## src/rtl/button_event_decoder_if.sv

```systemverilog
// Bundles the debounced button level and the decoded event pulses.
// The decoder attaches through the slave modport.
interface button_event_decoder_if;
  logic value_in;
  logic pressed;
  logic short_press;
  logic long_press;
  logic double_press;

  modport master (
    output value_in,
    input  pressed, short_press, long_press, double_press
  );

  modport slave (
    input  value_in,
    output pressed, short_press, long_press, double_press
  );
endinterface

```

## src/rtl/button_event_decoder.sv

```systemverilog
// Turns an active-low debounced button level into single-clock short,
// long and double press events. One counter times both press and gap.
module button_event_decoder #(
  parameter int CLK_FREQ  = 50,
  parameter int LONG_TIME = 1000,
  parameter int GAP_TIME  = 300
) (
  input  logic                   clk,
  input  logic                   rst,
  button_event_decoder_if.slave  bus
);

  localparam int LONG_CNT = LONG_TIME * CLK_FREQ * 1000;
  localparam int GAP_CNT  = GAP_TIME * CLK_FREQ * 1000;
  localparam int MAX_CNT  = (LONG_CNT > GAP_CNT) ? LONG_CNT : GAP_CNT;
  localparam int CNT_W    = (MAX_CNT > 1) ? $clog2(MAX_CNT) : 1;

  localparam logic [CNT_W-1:0] LONG_TERM = CNT_W'(LONG_CNT - 1);
  localparam logic [CNT_W-1:0] GAP_TERM  = CNT_W'(GAP_CNT - 1);

  typedef enum logic [2:0] {
    RELEASE_WAIT,
    IDLE,
    PRESS1,
    GAP,
    PRESS2
  } state_e;

  state_e           state_q;
  logic [CNT_W-1:0] cnt_q;
  logic             pressed_q;
  logic             short_q;
  logic             long_q;
  logic             double_q;

  always_ff @(posedge clk) begin
    if (rst) begin
      state_q   <= RELEASE_WAIT;
      cnt_q     <= '0;
      pressed_q <= 1'b0;
      short_q   <= 1'b0;
      long_q    <= 1'b0;
      double_q  <= 1'b0;
    end else begin
      pressed_q <= ~bus.value_in;
      short_q   <= 1'b0;
      long_q    <= 1'b0;
      double_q  <= 1'b0;
      case (state_q)
        // Entered after reset or a long press so a held button never re-triggers.
        RELEASE_WAIT: begin
          if (bus.value_in) begin
            state_q <= IDLE;
            cnt_q   <= '0;
          end
        end
        IDLE: begin
          if (!bus.value_in) begin
            state_q <= PRESS1;
            cnt_q   <= '0;
          end
        end
        PRESS1: begin
          if (bus.value_in) begin
            state_q <= GAP;
            cnt_q   <= '0;
          end else if (cnt_q == LONG_TERM) begin
            long_q  <= 1'b1;
            state_q <= RELEASE_WAIT;
            cnt_q   <= '0;
          end else begin
            cnt_q <= cnt_q + 1'b1;
          end
        end
        // A re-press on the timeout edge still counts as a double press.
        GAP: begin
          if (!bus.value_in) begin
            state_q <= PRESS2;
            cnt_q   <= '0;
          end else if (cnt_q == GAP_TERM) begin
            short_q <= 1'b1;
            state_q <= IDLE;
            cnt_q   <= '0;
          end else begin
            cnt_q <= cnt_q + 1'b1;
          end
        end
        PRESS2: begin
          if (bus.value_in) begin
            double_q <= 1'b1;
            state_q  <= IDLE;
            cnt_q    <= '0;
          end
        end
        default: begin
          state_q <= RELEASE_WAIT;
          cnt_q   <= '0;
        end
      endcase
    end
  end

  assign bus.pressed      = pressed_q;
  assign bus.short_press  = short_q;
  assign bus.long_press   = long_q;
  assign bus.double_press = double_q;

endmodule

```

## src/flat_wrapper.sv

```systemverilog
// flat-port wrapper written by rule: the top's interface ports become plain ports
module button_event_decoder_flat 
#(
  parameter int CLK_FREQ  = 50,
  parameter int LONG_TIME = 1000,
  parameter int GAP_TIME  = 300
)
  (clk, rst, bus_value_in, bus_pressed, bus_short_press, bus_long_press, bus_double_press);
  button_event_decoder_if bus_i ();
  input  logic clk;
  input  logic rst;
  input wire logic [$bits(bus_i.value_in)-1:0] bus_value_in;
  output wire logic [$bits(bus_i.pressed)-1:0] bus_pressed;
  output wire logic [$bits(bus_i.short_press)-1:0] bus_short_press;
  output wire logic [$bits(bus_i.long_press)-1:0] bus_long_press;
  output wire logic [$bits(bus_i.double_press)-1:0] bus_double_press;
  assign bus_i.value_in = bus_value_in;
  assign bus_pressed = bus_i.pressed;
  assign bus_short_press = bus_i.short_press;
  assign bus_long_press = bus_i.long_press;
  assign bus_double_press = bus_i.double_press;
  button_event_decoder #(.CLK_FREQ(CLK_FREQ), .LONG_TIME(LONG_TIME), .GAP_TIME(GAP_TIME)) u_core (.clk(clk), .rst(rst), .bus(bus_i));
endmodule
```

## config.mk

```make
export PLATFORM = sky130hd
export DESIGN_NAME = button_event_decoder_flat
export DESIGN_NICKNAME = d
export VERILOG_FILES = /design/src/rtl/button_event_decoder_if.sv /design/src/rtl/button_event_decoder.sv /design/src/flat_wrapper.sv
export SDC_FILE = /design/constraint.sdc
export NUM_CORES = 1
export LEC_CHECK = 0
export CORE_UTILIZATION = 55
export DETAILED_ROUTE_END_ITERATION = 16
export PLACE_DENSITY_LB_ADDON = 0.12
export SKIP_CTS_REPAIR_TIMING = 1
export SLEW_MARGIN = 5
export SYNTH_ARGS = -nofsm -noshare
export SYNTH_HDL_FRONTEND = slang
export SYNTH_SLANG_ARGS = --single-unit
```

## constraint.sdc

```tcl
create_clock -name clk -period 2.58 [get_ports clk]
set_input_delay 0.387 -clock clk [delete_from_list [all_inputs] [get_ports clk]]
set_output_delay 0.387 -clock clk [all_outputs]
set_load 0.005 [all_outputs]
```

==> impl_summary.log <==
[metrics] run status: complete, no violations
[metrics] Final WS setup: 0.3226 ns
[metrics] ANT cells: 0
[metrics] nature of the critical path startpoint: flip-flop
[metrics] Worst setup EP type: flip-flop
[metrics] total of flip-flops plus latches after synthesis: 33
[metrics] Max FO, Critical Path: 22
[metrics] area of the multi-input gates: 1023 sq um
[metrics] list of most frequent post-synthesis cells: sky130_fd_sc_hd__dfxtp_1, sky130_fd_sc_hd__a21oi_1, sky130_fd_sc_hd__nand2_1, sky130_fd_sc_hd__xnor2_1, sky130_fd_sc_hd__nor3_1
[metrics] critical-path cell list: and4_1 -> and4_2 -> a21o_1 -> a21o_1 -> a22oi_1
[metrics] Wirelength per Cell: 15.03 um
[metrics] part of the total power dissipated in sequential elements: 52.7%
[metrics] Post-Route Skew: 0.009190 ns
[metrics] Horiz. Die Dim: 58.44 um
[metrics] number of enable flip-flop cells after synthesis: 0
[metrics] sinks on the clock net: 33
[metrics] depth of the worst register-to-register path: 5
[metrics] average vias per placed instance: 6.035
[metrics] post-placement worst setup slack: 0.1844 ns
[metrics] core area: 3028 sq um
[metrics] share of the clock period used by the worst path after layout: 87.50%
[metrics] top flip-flop cell by instance count after synthesis: sky130_fd_sc_hd__dfxtp_1
[metrics] share of post-route cells with drive strength above 1: 9.302%
[metrics] number of clock buffers inserted by TritonCTS: 5
[metrics] achievable clock frequency: 443.0 MHz
[metrics] Total Routing Usage GR: 26.36%
[metrics] full die area: 3415 sq um
[metrics] Net Sw Frac: 22.44%
[metrics] most common cell in the netlist: sky130_fd_sc_hd__dfxtp_1
[metrics] global placement routability congestion: 0.8967
[metrics] Req. time, crit path: 2.79 ns
[metrics] total iterations of the first detailed-routing run: 4
[metrics] Iteration-0 DRC Markers: 68
[metrics] wire length of the first global-routing pass: 6741 um
[metrics] CTS tree: built
[metrics] Layout Area Growth over Synthesis: 9.929%
[metrics] area leader, netlist: sky130_fd_sc_hd__dfxtp_1
[metrics] clock network fraction of design power: 41.2%
[metrics] number of endpoints failing setup at the final stage: 0
[metrics] internal power: 0.7683 mW
[metrics] clock period minus worst slack: 2.257 ns
[metrics] via count of the first global-routing pass: 1471
[metrics] start-to-end type of the worst setup path: reg2reg
[metrics] Pins Over Slew Limit: 0
[metrics] synthesized netlist net count: 213
[metrics] pin count of the biggest net entering global routing: 23
[metrics] critical path data arrival time: 2.46 ns
[metrics] estimated wirelength of the detail-placed design: 2708 um
[metrics] setup TNS: 0 ns
[metrics] dominant cells by area after synthesis: sky130_fd_sc_hd__dfxtp_1, sky130_fd_sc_hd__xnor2_1, sky130_fd_sc_hd__a21oi_1
[metrics] total leakage power: 0.5650 nW
[metrics] delay-heaviest family, CP: compound AO/OA/AOI/OAI gates
[metrics] Post-DRT Antenna Nets: 0
[metrics] clock latency reported for the late side of the worst-skew pair: 0.35 ns
[metrics] largest voltage drop on the vdd net: 0.3060 mV
[metrics] Placement Rows: 20
[metrics] worst relative slew slack: 53.24%
[metrics] total grt overflow: 0
[metrics] CP max-delay cell: sky130_fd_sc_hd__a21o_1
[metrics] DRC viols: 0
[metrics] share of the synthesized area in the top cell type: 37.71%
[metrics] register clock-pin slew on the reported worst setup and hold paths: 0.10 ns
[metrics] synthesized area: 1752 sq um
[metrics] initial antenna violation count: 0
[metrics] filler cell count in the final layout: 253
[metrics] depth of the worst hold-timing path: 2
[metrics] starting density of the core: 57.85%
[metrics] Post-Synthesis Cells: 209
[metrics] transition time at the pin with the least slew margin: 0.7013 ns
[metrics] type of the tightest min-delay check: reg2reg
[metrics] total power per unit cell area: 514.4 nW/um^2
[metrics] unrepaired setup endpoints after global routing: false
[metrics] async set or reset register ratio after synthesis: 0%
[metrics] path length in cells of the critical path: 5
[metrics] peak per-stage delay on the critical path: 0.59 ns
[metrics] max-cap viol count: 0
[metrics] combined flip-flop and latch cell area: 660.6 sq um
[metrics] Warnings, synthesis: 0
[metrics] Logic pwr share: 6.1%
[metrics] final routed wirelength across all metal layers: 3892 um
[metrics] most used cell, CP: sky130_fd_sc_hd__a21o_1
[metrics] number of levels in the clock H-tree: 2
[metrics] nets@finish: 218
[metrics] root cell of the clock tree: sky130_fd_sc_hd__clkbuf_4
[metrics] NetSw: 0.2223 mW
[metrics] sequential area share after synthesis: 37.71%
[metrics] number of buffer cells added on primary ports: 6
[metrics] total I/O pin count: 7
[metrics] y dimension of the die: 58.44 um
[metrics] Bufs on Longest Clock Path: 2
[metrics] synth unique cells: 45
[metrics] Syn Area/Cell: 8.381 sq um
[metrics] Via Count: 1563
[metrics] number of hold violations in the final report: 0
[metrics] CP Buf/Inv Count: 0
==> per-layer routing <==
layer | GRT usage (%) | part of all wire (%) | vias to the layer above
met5 | 0 | 0 | -
met4 | 14.63 | 2.4 | 0
met3 | 7.912 | 6.6 | 10
met2 | 42.04 | 49 | 51
met1 | 31.82 | 42 | 720
li1 | - | - | 782
==> path summary, 6_finish.rpt <==
| check | startpoint | end | slack [ns] |
|---|---|---|---|
| setup / recovery | u_core.cnt_q[2] | u_core.cnt_q[25] | 0.32 |
| hold / removal | u_core.cnt_q[1] | u_core.cnt_q[1] | 0.50 |
| setup reg to reg | u_core.cnt_q[2] | u_core.cnt_q[25] | 0.32 |
| hold reg to reg | u_core.cnt_q[1] | u_core.cnt_q[1] | 0.50 |
==> placed cells by master, fill, tap and decap left out, types with 2 or more instances in the layout <==
master,Yosys,final
sky130_fd_sc_hd__nand4_1,9,9
sky130_fd_sc_hd__nor4_1,8,8
sky130_fd_sc_hd__xor2_1,3,3
sky130_fd_sc_hd__and3_1,3,3
sky130_fd_sc_hd__and4_2,2,2
sky130_fd_sc_hd__a21oi_1,25,25
sky130_fd_sc_hd__nor3_1,10,10
sky130_fd_sc_hd__or3_1,5,5
sky130_fd_sc_hd__nand3b_1,3,3
sky130_fd_sc_hd__xnor2_1,17,17
sky130_fd_sc_hd__clkbuf_4,0,5
sky130_fd_sc_hd__or4_4,2,2
sky130_fd_sc_hd__and4_1,4,4
sky130_fd_sc_hd__a21o_1,4,4
sky130_fd_sc_hd__nor4b_1,3,3
sky130_fd_sc_hd__clkdlybuf4s50_1,0,6
sky130_fd_sc_hd__nor2_1,8,8
sky130_fd_sc_hd__a31oi_1,2,2
sky130_fd_sc_hd__nand2_1,21,21
sky130_fd_sc_hd__buf_4,0,5
sky130_fd_sc_hd__dfxtp_1,33,33
sky130_fd_sc_hd__o21ai_0,4,4
sky130_fd_sc_hd__nand3_1,8,8
==> power by group through the flow <==
| stage | sequential [mW] | combinational [mW] | clock, mW |
|---|---|---|---|
| after global placement | 0.533 | 0.0591 | 0 |
| after floorplan | 0.529 | 0.0454 | 0 |
| after global routing | 0.523 | 0.0671 | 0.440 |
| after detailed placement | 0.533 | 0.0599 | 0 |
| final | 0.522 | 0.0607 | 0.408 |
| after CTS | 0.522 | 0.0606 | 0.413 |
==> layout make-up <==
type / count / share of cell area [%]
multi-input combinational: 162 / 53.15
sequential: 33 / 34.31
timing repair buffer: 11 / 5.068
clock buffer: 7 / 2.859
tap: 44 / 2.859
clock inverter: 1 / 1.559
inverter: 1 / 0.1949
==> registers in the layout (all words and copies together), names as in the netlist <==
register / count
u_core.cnt_q: 26
u_core.state_q: 3
u_core.bus.double_press: 1
u_core.bus.long_press: 1
u_core.bus.pressed: 1
u_core.bus.short_press: 1
==> logic make-up (layout without fill, tap and decap cells) <==
kind of cell    Yosys count  after routing  share of synthesized area (%)
simple gates             95             95                          31.29
compound gates           46             46                          16.43
fa+ha+maj                 1              1                         0.7142
flops                    33             33                          37.71
buf+inv                  14             20                          3.857
xor+xnor                 20             20                          10.00
==> through the flow <==
stage / cell area (sq um) / power [mW] / utilization, % / std cells / hold slack (ns)
finish: 1926 / 0.9906 / 63.60 / 259 / 0.4976
floorplan: 1752 / 0.5739 / - / 209 / 0.4487
global placement: 1841 / 0.5919 / 60.79 / 251 / 0.4705
detailed placement: 1841 / 0.5933 / 60.79 / 251 / 0.4835
CTS: 1926 / 0.9956 / 63.60 / 259 / 0.4994
global route: 1926 / 1.030 / 63.60 / 259 / 0.5411
==> worst min-delay path, stage by stage (launching register included) <==
cell and delay, ns:
sky130_fd_sc_hd__dfxtp_1 0.34, sky130_fd_sc_hd__nand2_1 0.06, sky130_fd_sc_hd__a21oi_1 0.05
No activity file was read; power rests on OpenSTA's default activity.
